<file path="config.mk">
export PLATFORM = sky130hd
export DESIGN_NAME = mac_seq_ctrl
export DESIGN_NICKNAME = d
export VERILOG_FILES = /design/src/rtl/mac_seq_ctrl.sv
export SDC_FILE = /design/constraint.sdc
export NUM_CORES = 1
export LEC_CHECK = 0
export BUFFER_PORTS_ARGS = -buffer_cell sky130_fd_sc_hd__buf_2
export CAP_MARGIN = 20
export CORE_UTILIZATION = 53
export CTS_BUF_LIST = sky130_fd_sc_hd__clkbuf_8
export CTS_CLUSTER_DIAMETER = 120
export DETAILED_ROUTE_END_ITERATION = 10
export HOLD_SLACK_MARGIN = 0.02
export PLACE_DENSITY = 0.92
export SLEW_MARGIN = 25
export SYNTH_ARGS = -nofsm -noshare
export SYNTH_HDL_FRONTEND = slang
export SYNTH_SLANG_ARGS = --single-unit
</file>
<file path="constraint.sdc">
create_clock -name clk -period 4.4 [get_ports clk]
set_input_delay 0.44 -clock clk [delete_from_list [all_inputs] [get_ports clk]]
set_output_delay 0.44 -clock clk [all_outputs]
set_load 0.02 [all_outputs]
</file>
<file path="src/rtl/mac_seq_ctrl.sv">
// Sequencer for the 8-bit MAC datapath: clears the accumulator, streams LEN
// operand pairs in as one-cycle enables, waits out MAC latency, captures result.
module mac_seq_ctrl #(
  parameter int LEN_W   = 4,
  parameter int ACC_W   = 16,
  parameter int MAC_LAT = 1
) (
  input  logic             clk,
  input  logic             rst_n,
  input  logic             ena,
  input  logic             start,
  input  logic [LEN_W-1:0] len,
  input  logic             abort,
  input  logic             in_valid,
  output logic             in_ready,
  input  logic [7:0]       a_in,
  input  logic [7:0]       b_in,
  output logic             mac_clr,
  output logic             mac_en,
  output logic [7:0]       mac_a,
  output logic [7:0]       mac_b,
  input  logic [ACC_W-1:0] mac_acc,
  output logic             busy,
  output logic             done,
  output logic [ACC_W-1:0] result
);
  localparam int DW = (MAC_LAT < 1) ? 1 : $clog2(MAC_LAT + 1);

  typedef enum logic [1:0] {S_IDLE, S_CLEAR, S_RUN, S_DRAIN} state_e;

  state_e           state_q;
  logic [LEN_W-1:0] rem_q;
  logic [DW-1:0]    drain_q;
  logic             mac_clr_q, mac_en_q, busy_q, done_q;
  logic [7:0]       mac_a_q, mac_b_q;
  logic [ACC_W-1:0] result_q;
  logic             accept;

  // Abort wins over a same-edge handshake, so the pair is never taken.
  assign in_ready = (state_q == S_RUN) && ena;
  assign accept   = in_ready && in_valid && !abort;

  always_ff @(posedge clk or negedge rst_n) begin
    if (!rst_n) begin
      state_q   <= S_IDLE;
      rem_q     <= '0;
      drain_q   <= '0;
      mac_clr_q <= 1'b0;
      mac_en_q  <= 1'b0;
      mac_a_q   <= '0;
      mac_b_q   <= '0;
      busy_q    <= 1'b0;
      done_q    <= 1'b0;
      result_q  <= '0;
    end else begin
      mac_clr_q <= 1'b0;
      mac_en_q  <= 1'b0;
      done_q    <= 1'b0;
      case (state_q)
        S_IDLE: begin
          if (ena && start) begin
            if (len != '0) begin
              rem_q   <= len;
              state_q <= S_CLEAR;
              busy_q  <= 1'b1;
            end else begin
              result_q <= '0;
              done_q   <= 1'b1;
            end
          end
        end
        S_CLEAR: begin
          // Clear is only issued on an enabled edge, so ena=0 defers it.
          if (ena) begin
            if (abort) begin
              state_q <= S_IDLE;
              busy_q  <= 1'b0;
            end else begin
              mac_clr_q <= 1'b1;
              state_q   <= S_RUN;
            end
          end
        end
        S_RUN: begin
          if (ena) begin
            if (abort) begin
              state_q <= S_IDLE;
              busy_q  <= 1'b0;
            end else if (accept) begin
              mac_a_q  <= a_in;
              mac_b_q  <= b_in;
              mac_en_q <= 1'b1;
              rem_q    <= rem_q - LEN_W'(1);
              if (rem_q == LEN_W'(1)) begin
                state_q <= S_DRAIN;
                drain_q <= DW'(MAC_LAT);
              end
            end
          end
        end
        S_DRAIN: begin
          if (ena) begin
            if (abort) begin
              state_q <= S_IDLE;
              busy_q  <= 1'b0;
            end else if (drain_q == '0) begin
              result_q <= mac_acc;
              done_q   <= 1'b1;
              state_q  <= S_IDLE;
              busy_q   <= 1'b0;
            end else begin
              drain_q <= drain_q - DW'(1);
            end
          end
        end
        default: begin
          state_q <= S_IDLE;
          busy_q  <= 1'b0;
        end
      endcase
    end
  end

  assign mac_clr = mac_clr_q;
  assign mac_en  = mac_en_q;
  assign mac_a   = mac_a_q;
  assign mac_b   = mac_b_q;
  assign busy    = busy_q;
  assign done    = done_q;
  assign result  = result_q;

endmodule

</file>
# Yosys cells after proc, flatten, opt, wreduce, memory -nomap -nowiden
# Cells that the tools add are included.
# totals
in_bits	42
out_inout_bits	37
elab_cells	103
regBits	43
mem_count	0
ramBits	0
latch_bits	0
romBits	0
# op_classes
eq_ne	20
div	0
muxes	53
multipliers	0
n_shift	0
reduce_logical	17
bitwise	1
add_sub_neg	2
order_cmp	0
# op_table
op	n
two-way mux 16 bit	5
case mux 16 bit (2 select lines)	1
two-way mux 1 bit	26
two-way mux 2 bit	11
two-way mux 4 bit	5
inequality test 2 bit, second input constant	10
AND reduction 6 bit	3
case mux 2 bit (4 select lines)	1
case mux 4 bit (2 select lines)	1
AND reduction 8 bit	1
AND reduction 7 bit	1
inequality test 2 x 1 -> 1 bit, second input constant	3
inequality test 3 bit, second input constant	2
nonzero test 2 bit	3
== test 2 bit, second input constant	2
== test 4 x 1 -> 1 bit, second input constant	1
logical AND 1 bit	4
case mux 1 bit (2 select lines)	2
AND reduction 4 bit	1
nonzero test 4 bit	1
subtractor 4 x 1 -> 4 bit, second input constant	1
inequality test 3 x 2 -> 1 bit, second input constant	1
case mux 1 bit (3 select lines)	1
== test 2 x 1 -> 1 bit, second input constant	1
other kinds (5)	5

# Longest topological paths before layout
# Gate-level depths: netlist of the first run.
# depth
ltp_word	8
mapped_depth	7
depth_no_buf	7

# Least setup slack after synthesis of the first run
# No wires, ideal clock.
# synth_path
kind	register -> register
startpoint	reg state_q[0]
endpoint	reg rem_q[3]
n_path_buf	0
path_stages_with_launch	7
required_ns	4.263
setup_slack_ns	2.588
setup_time_ns	0.137
t_arrival_ns	1.675
path_cell_list	dfrtp_1 > inv_1 > ha_1 > nand4b_4 > a221oi_2 > mux2i_1 > nand3_1
# synth_via
elab_chain_len	6
elab_cells_between_ends	13
classes_between	eq/ne: 6; mux: 1; reduce/logical: 6
# synth_lines
element	line_no	source
from (decl)	31	state_e state_q;
from (signal assigned)	45	state_q <= S_IDLE;
from (signal assigned)	64	state_q <= S_CLEAR;
from (signal assigned)	76	state_q <= S_IDLE;
== test 2 bit	40, 59	
logical AND 1 bit	40	assign in_ready = (state_q == S_RUN) && ena;
logical AND 1 bit (2 in a row)	41	assign accept = in_ready && in_valid && !abort;
inequality test 2 bit (no line)	-	
AND reduction 6 bit (no line)	-	
to (signal assigned)	63	rem_q <= len;
to (signal assigned)	93	rem_q <= rem_q - LEN_W'(1);
to (decl)	32	logic [LEN_W-1:0] rem_q;
# Parallel ways exist; a longest one is shown, timed or not.
# A chain may end at the register's enable or synchronous reset.

# Worst setup path after layout of the first run
# Ends and elaborated chain as after synthesis.

==> results of run 1 <==
-- worst max path at each step --
stage / from / to / slack [ps] / depth (start not counted)
finish: state_q[0] / rem_q[3] / 1990 / 6
global route: state_q[0] / rem_q[3] / 1790 / 6
CTS: state_q[0] / rem_q[3] / 2010 / 6
detailed placement: state_q[0] / rem_q[3] / 2020 / 6
global placement: state_q[0] / rem_q[3] / 2090 / 6
floorplan: state_q[0] / rem_q[3] / 2590 / 6
-- layout make-up --
class / count / area [sq um]
Clock buffer: 5 / 68.8
Clock inverter: 3 / 43.8
Fill cell: 256 / 956
Inverter: 7 / 26.3
Multi-Input combinational cell: 123 / 795
Sequential cell: 43 / 1080
Tap cell: 46 / 57.6
Timing Repair Buffer: 78 / 393
-- metrics by stage --
step | instance area [sq um] | power [mW]
floorplan | 1940 | 0.966
detailed placement | 2340 | 1.14
CTS | 2460 | 1.45
global route | 2460 | 1.53
global placement | 2340 | 1.12
finish | 2460 | 1.44
-- power breakdown --
group,switching [mW],total (mW),internal (mW)
clock network,0.138,0.307,0.169
logic,0.330,0.551,0.221
registers,0.0726,0.582,0.509
total,0.541,1.44,0.899
-- cell usage in the layout, fill, tap and decap left out, drive strengths merged, types with 2 or more instances in the layout --
cell	synthesis	routed
a21oi	4	4
and2	2	2
nand2b	6	6
clkinv	1	3
nand3b	4	4
mux2i	3	3
clkbuf	3	5
a21boi	2	2
o21ai	4	4
dfrtp	43	43
buf	4	78
nor4	2	2
nand3	3	3
a22o	17	17
nand2	53	53
ha	6	6
inv	6	6
mux2	3	3
nor2b	2	2
nor2	2	2
-- registers in the layout (all words and copies together) (netlist names) --
signal / cells
result: 16
mac_a: 8
mac_b: 8
rem_q: 4
state_q: 2
busy: 1
done: 1
drain_q: 1
mac_clr: 1
mac_en: 1
-- cell families (layout without fill, tap and decap cells) --
kind of cell    Yosys count  count (layout)
buf+inv                  14              93
compound gates           33              33
mux                       6               6
simple gates             78              78
fa+ha+maj                 6               6
flops                    43              43
-- metal layers --
metal	GRT usage	routed length, microns	up-vias
met5	0	0	-
met4	0.0901	58	0
met3	0.0584	271	6
met2	0.355	1920	60
met1	0.306	1830	756
li1	-	-	775
-- worst max-delay path, stage by stage (launching register included) --
cell and delay (ps):
dfrtp_1 420, inv_1 90, ha_1 470, nand4b_4 340, a221oi_2 630, mux2i_1 250
nand3_1 80
==> impl_metrics.ini, run 1 <==
[routing]
via_count = 1597
routed_wl_microns = 4080
detail-route-antenna-nets = 0
firstDrtPassIters = 4
viasPerCell = 5.24
drc = 0
post_drt_wl_per_cell_microns = 13.4
drt_iter0_drc = 95

[timing]
clock_skew_ps = 6.31
hold_violations = 0
worstMarginPinSlew_ps = 709
fin_setup_tns_ps = 0
slew_viol_final = 0
timing.fmax_ghz = 0.415
finalCritPeriodShare = 0.548
hold_ws_ps = 108
max_slew_margin = 0.527
rsz0062_at_grt = no
period_minus_slack_ps = 2410
finalSetupViolCount = 0
fin_ws_ps = 1990

[setup_path]
worst-r2r-setup-slack_ps = 1990
crit_path_end_kind = flop
crit_path_max_fanout = 18
crit_path_start_kind = flop
rr_endpoint = rem_q[3]
path_class = reg2reg
crit_required_ps = 4570
worstReg2RegStart = state_q[0]
crit_arrival_ps = 2580
ff2ff_path_depth = 6

[finish]
fin_cells = 305
drive_gt1_frac = 0.371
fin_util = 0.720
nets = 306
diodes = 0
syn2layout_area_growth_pct = 27.0

[global_route]
antenna_found_initial = 0
grtUsageTotal = 0.228
grt_pass1_wl_microns = 6960
grt_max_degree = 44
grt_pass1_vias = 1527
overflow = 0

[min_path]
hold_class = in2async

[clock_tree]
path_clk_slew_ps = 90
clk_path_buf_depth = 2
post_cts_buffers = 0
htreeDepth = 2
cts_buffers = 5
hold_buffers = 0
cts_tree = yes
ctsResizeCount = 0
clock_latency_ps = 300
root_buffer = clkbuf_8
cts_sinks = 43

[synth]
synthesis.nets = 228
synth_top_family_by_area = simple AND/OR/NAND/NOR gates
synth_simple_gate_area_frac = 0.202
ys_types = 35
synthCells = 180
synth_most_common_cell = nand2_1
synth-seq-cells = 43
synth_area_leaders = dfrtp_1 56%, nand2_1 10%, a22o_1 7.2%
yosysSeqAreaShare = 0.556
synth_fa_ha_area_frac = 0.0388
yosysTopAreaCellShare = 0.556
ys.flop_type = dfrtp_1
avgSynthCellArea_sq_um = 10.8
synth_edf_count = 0
synth_common_cells = 53 x nand2_1, 43 x dfrtp_1, 16 x a22o_1
synth-compound-area-share = 0.137
synth_top_area_cell = dfrtp_1
muxShareOfSynthArea = 0.0329
synth_area_sq_um = 1940
async_flop_share = 1.00
yosysWarnings = 0
synth_xor_area_frac = 0

[placed_design]
dp_hpwl_microns = 2940
gp_congestion = 0.804
io_buffers = 78
place_inst = 297
post-place-ws_ps = 2020

[die]
start_util = 0.567
io-pin-count = 79
coreArea_sq_um = 3420
die_h_microns = 62.5
rows = 21
die_w_microns = 62.5
die_area_sq_um = 3900

[pwr]
p_leak_nw = 1.39
irDropWorstVdd_mv = 0.350
p_per_area_nw_per_um2 = 585

[job]
maxCapViolCount = 0

[outcome]
outcome = complete, no violations
(Power assumes the default switching activity.)
==> run 2, diff against run 1 <==
Settings changed: ABC_AREA from default to 1, CORE_UTILIZATION 53 to 51, PLACE_DENSITY 0.92 to 0.87.
Clock period 4.4 ns to 2.4 ns, I/O delays scaled along.
==> run 2 against run 1 <==
Die area rose by 15%. Critical path type unchanged. Combinational power rose by 110%. Synthesized cell count rose by 51%. Total power rose by 88%. Critical endpoint is now result[2].
==> impl_metrics.ini, run 2 <==
[setup_path]
crit_required_ps = 2580
ff2ff_path_depth = 7
worst-r2r-setup-slack_ps = 500
path_class = reg2reg
crit_path_start_kind = flop
crit_path_end_kind = flop
worstReg2RegStart = state_q[0]
rr_endpoint = result[2]
crit_arrival_ps = 2080
crit_path_max_fanout = 17

[routing]
drc = 0
firstDrtPassIters = 5
viasPerCell = 4.98
drt_iter0_drc = 155
routed_wl_microns = 4830
detail-route-antenna-nets = 0
via_count = 1995
post_drt_wl_per_cell_microns = 12.0

[clock_tree]
root_buffer = clkbuf_8
path_clk_slew_ps = 80
clock_latency_ps = 300
cts_sinks = 43
clk_path_buf_depth = 2
cts_buffers = 5
post_cts_buffers = 0
ctsResizeCount = 0
htreeDepth = 2
cts_tree = yes

[finish]
nets = 398
diodes = 0
syn2layout_area_growth_pct = 24.3
largest_reg_flops = 16
drive_gt1_frac = 0.279
n_fill_cell = 344
fin_cells = 401
most-common-layout-cells = 136 x nand2_1, 77 x buf_2, 43 x dfrtp_1, 16 x nand3b_1, 13 x inv_1
final_common_cell = nand2_1

[synth]
yosysSeqAreaShare = 0.498
yosysTopAreaCellShare = 0.498
synth_area_leaders = dfrtp_1 50%, nand2_1 24%, nand3b_1 5.6%
async_flop_share = 1.00
synth_common_cells = 136 x nand2_1, 43 x dfrtp_1, 16 x nand3b_1
synth_area_sq_um = 2160
synth_most_common_cell = nand2_1
synth_top_area_cell = dfrtp_1
synthesis.nets = 319
synth-seq-cells = 43
yosysWarnings = 0
avgSynthCellArea_sq_um = 7.97
ys.flop_type = dfrtp_1
synth_edf_count = 0
ys_types = 25
synthCells = 271

[global_route]
grt_max_degree = 44
grt_pass1_vias = 1794
grtUsageTotal = 0.231
grt_use_met2 = 0.376
grt_util_met3 = 0.0445
grt_util_met1 = 0.297
grt_pass1_wl_microns = 7730
grt-busiest-layer = met2
overflow = 0
antenna_found_initial = 0

[timing]
clock_skew_ps = 9.12
finalCritPeriodShare = 0.791
fin_setup_tns_ps = 0
finalSetupViolCount = 0
hold_ws_ps = 135
timing.fmax_ghz = 0.527
worstMarginPinSlew_ps = 698
slew_viol_final = 0
rsz0062_at_grt = no
period_minus_slack_ps = 1900
max_slew_margin = 0.535
hold_violations = 0

[pwr]
irDropWorstVdd_mv = 0.538
power_frac_seq = 0.383
p_leak_nw = 1.62
power_frac_comb = 0.427
clkPwrFrac = 0.191
p_per_area_nw_per_um2 = 1010
swShare = 0.421
internal-power_mw = 1.57
power.switching_mw = 1.14

[die]
start_util = 0.536
die_w_microns = 67.1
rows = 23
io-pin-count = 79
die_h_microns = 67.1
die_area_sq_um = 4500
coreArea_sq_um = 4030

[placed_design]
io_buffers = 78
gp_congestion = 0.921
dp_hpwl_microns = 3520
place_inst = 392

[min_path]
holdCritStartpoint = a_in[2]
min_to = mac_a[2]
whs_path_depth = 3
hold_class = in2reg

[job]
maxCapViolCount = 0

[outcome]
outcome = complete, no violations
==> run 2: cell types whose count changed in the layout (fill, tap and decap cells not counted), moves of 3 or more <==
cell | previous run | this run
nand3_1 | 3 | 10
nand2b_1 | 6 | 0
nand3b_1 | 4 | 16
a22o_1 | 16 | 0
inv_1 | 6 | 13
o21ai_0 | 4 | 8
mux2_2 | 3 | 0
mux2i_1 | 3 | 0
nor2_1 | 2 | 10
nand2_1 | 53 | 136
==> run 2: what timing repair did <==
action	CTS	global route
endpoints found under the setup margin	0	0
hold buffers	0	1
endpoints found under the hold margin	0	43
==> run 2: worst max-delay path by stage <==
stage / start / end / slack, ps / depth (start not counted)
after floorplan: state_q[0] / result[10] / 830 / 10
after global routing: state_q[0] / rem_q[3] / 310 / 9
after CTS: state_q[0] / result[2] / 500 / 6
after global placement: state_q[0] / rem_q[3] / 510 / 9
final: state_q[0] / result[2] / 500 / 7
after detailed placement: state_q[0] / result[2] / 510 / 6
==> run 2: metrics by stage <==
stage	worst slack (ps)	power, mW	util	cell area, sq um
final	501	2.71	0.667	2690
after global routing	306	2.92	0.667	2690
after CTS	497	2.72	0.664	2670
after detailed placement	510	2.20	0.638	2570
after global placement	505	2.16	0.638	2570
after floorplan	828	1.88	-	2160
==> run 2: critical path: stages (launching register included) <==
cell	delay [ps]
dfrtp_1	420
inv_1	90
ha_1	320
nand3_1	210
o21ai_2	330
nand2_4	230
nand2_1	130
nand2_1	60
==> run 2: metal layers <==
layer / up-vias / part of all wire
li1: 1003 / -
met4: 0 / 0.016
met1: 908 / 0.44
met2: 77 / 0.49
met3: 7 / 0.062
met5: - / 0
==> run 2: final cells by class <==
cell class | count | area, sq um | share of cell area
flip-flops and latches | 43 | 1080 | 0.401
multi-input cells | 202 | 962 | 0.358
repair buffers | 81 | 418 | 0.156
clock buffers | 7 | 96.3 | 0.0359
inverters | 17 | 63.8 | 0.0238
well taps | 50 | 62.6 | 0.0233
clock inverters | 1 | 7.51 | 0.00279
==> run 2: kinds of logic after synthesis <==
| family | after synthesis | synth area share |
|---|---|---|
| flip-flops | 43 | 0.498 |
| AND/OR/NAND/NOR | 180 | 0.363 |
| AO/OA/AOI/OAI | 16 | 0.0475 |
| adder cells (fa/ha/maj) | 6 | 0.0347 |
| buffers and inverters | 26 | 0.0567 |
==> run 2: power by group through the flow <==
| stage | Sequential, mW | Combinational (mW) | Clock (mW) |
|---|---|---|---|
| floorplan | 1.22 | 0.664 | 0 |
| global placement | 1.04 | 1.12 | 0 |
| detailed placement | 1.05 | 1.15 | 0 |
| CTS | 1.04 | 1.16 | 0.522 |
| global route | 1.07 | 1.30 | 0.551 |
| finish | 1.04 | 1.16 | 0.516 |
==> run 3, diff against run 2 <==
Settings changed: ABC_AREA 1 to 0, CORE_UTILIZATION 51 to 49, PLACE_DENSITY 0.87 to 0.86.
Clock period 2.4 ns to 1.82 ns, I/O delays scaled along.
==> run 3 against run 2 <==
Clock skew decreased by 2.2 ps. Largest power group unchanged. Register-to-register slack worse by 420 ps. Clock power grew 41%. Die area shrank 6.5%. Final cell count is 20% lower. Routed wire length shrank 13%. Highest routed layer unchanged. Final area shrank 3.1%.
==> impl_metrics.ini, run 3 (synthesis results as in run 1) <==
[timing]
hold_violations = 0
fin_setup_tns_ps = 0
period_minus_slack_ps = 1740
clock_skew_ps = 6.89
slew_viol_final = 0
finalSetupViolCount = 0
finalCritPeriodShare = 0.953
timing.fmax_ghz = 0.576
max_slew_margin = 0.660
hold_ws_ps = 70.3
worstMarginPinSlew_ps = 510
rsz0062_at_grt = yes

[die]
die_h_microns = 64.9
coreArea_sq_um = 3720
die_w_microns = 64.9
rows = 22
die_area_sq_um = 4210
start_util = 0.521
io-pin-count = 79

[finish]
nets = 318
drive_gt1_frac = 0.413
syn2layout_area_growth_pct = 34.4
final_common_cell = buf_2
diodes = 0
largest_reg_flops = 16
most-common-layout-cells = 78 x buf_2, 53 x nand2_1, 42 x dfrtp_1, 16 x a22o_1, 10 x buf_4

[setup_path]
path_cells = inv_1, ha_1, nor3b_1, buf_4, a31o_2, o2111ai_1, mux2_2
crit_arrival_ps = 1910
crit_path_end_kind = flop
crit_path_start_kind = flop
crit_path_max_fanout = 3
critical_path.top_delay_family = multiplexers
critPathMaxStageDelay_ps = 370
crit_required_ps = 2000
path_class = reg2reg
slowest_stage = mux2_2
path_buf_inv = 2

[pwr]
p_leak_nw = 1.45
p_per_area_nw_per_um2 = 1420
irDropWorstVdd_mv = 0.809

[clock_tree]
htreeDepth = 2
cts_sinks = 43
root_buffer = clkbuf_8
clk_path_buf_depth = 2
clock_latency_ps = 290
cts_buffers = 5
path_clk_slew_ps = 80
cts_tree = yes

[global_route]
overflow = 0
grt_util_met3 = 0.0616
grt-busiest-layer = met2
grt_pass1_wl_microns = 6970
grtUsageTotal = 0.220
antenna_found_initial = 0
grt_use_met2 = 0.362
grt_max_degree = 44
grt_util_met1 = 0.265
grt_pass1_vias = 1582

[placed_design]
dp_hpwl_microns = 3150
gp_congestion = 0.936
io_buffers = 78

[min_path]
hold_class = in2reg

[routing]
detail-route-antenna-nets = 0
routed_wl_microns = 4200
via_count = 1657
drc = 0
drt_iter0_drc = 67
viasPerCell = 5.19
post_drt_wl_per_cell_microns = 13.2
firstDrtPassIters = 5

[job]
maxCapViolCount = 0

[outcome]
outcome = complete, no violations
==> run 3: changes by cell type in the layout (fill, tap and decap cells not counted), moves of 7 or more <==
| cell | change |
|---|---|
| nand3b_1 | -12 |
| nor2_1 | -8 |
| buf_4 | +7 |
| a22o_1 | +16 |
| inv_1 | -8 |
| nand2_1 | -83 |
| nand3_1 | -7 |
==> run 3: worst reg2reg max path, cell delays in order, from the launching register on <==
cell       delay [ps]
dfrtp_1           360
inv_1              80
ha_1              170
nor3b_1           130
buf_4             140
a31o_2            230
o2111ai_1         130
mux2_2            370
==> run 3: path summary, 6_finish.rpt <==
kind / endpoint / depth (start not counted) / start / slack, ps
max in group asynchronous: state_q[1] / 3 / rst_n / 970
worst min register to register: mac_b[2] / 2 / mac_b[2] / 480
worst min-delay path: mac_b[1] / 3 / b_in[1] / 70
min in group asynchronous: rem_q[0] / 3 / rst_n / 470
worst max register to register: state_q[1] / 7 / rem_q[1] / 80
worst max-delay path: state_q[1] / 7 / rem_q[1] / 80
==> run 3: report_power, final <==
| group | leakage [nW] | internal (mW) | switching, mW |
|---|---|---|---|
| combinational | 0.823 | 0.681 | 0.874 |
| sequential | 0.570 | 1.23 | 0.177 |
| clock | 0.0581 | 0.408 | 0.320 |
==> run 3: metal layers <==
metal	routed length, microns	share of wire	vias to the layer above
met3	261	0.062	10
met2	2000	0.48	71
li1	-	-	796
met5	0	0	-
met4	104	0.025	0
met1	1830	0.44	780
==> run 3: what timing repair did <==
action                                 4_1_cts  5_1_grt
setup buffers                                0        1
setup endpoints to repair                    4       38
hold buffers                                 1        0
endpoints found under the hold margin       43        0
resized for setup                            1       10
==> run 3: per-stage QoR <==
stage               area [sq um]  instances  worst slack [ps]  utilization  power [mW]
floorplan                   1940        180              8.08            -        2.34
global placement            2420        309             -6.87        0.652        2.84
detailed placement          2420        309             -71.2        0.652        2.89
CTS                         2540        318             -2.91        0.685        3.62
global route                2600        319             -9.49        0.700        3.95
finish                      2600        319              84.7        0.700        3.69
==> run 3: layout make-up <==
class	instances	area, sq um
Clock buffer	5	68.8
Clock inverter	3	43.8
Fill cell	298	1110
Inverter	7	26.3
Multi-Input combinational cell	123	840
Sequential cell	43	1080
Tap cell	48	60.1
Timing Repair Buffer	90	487
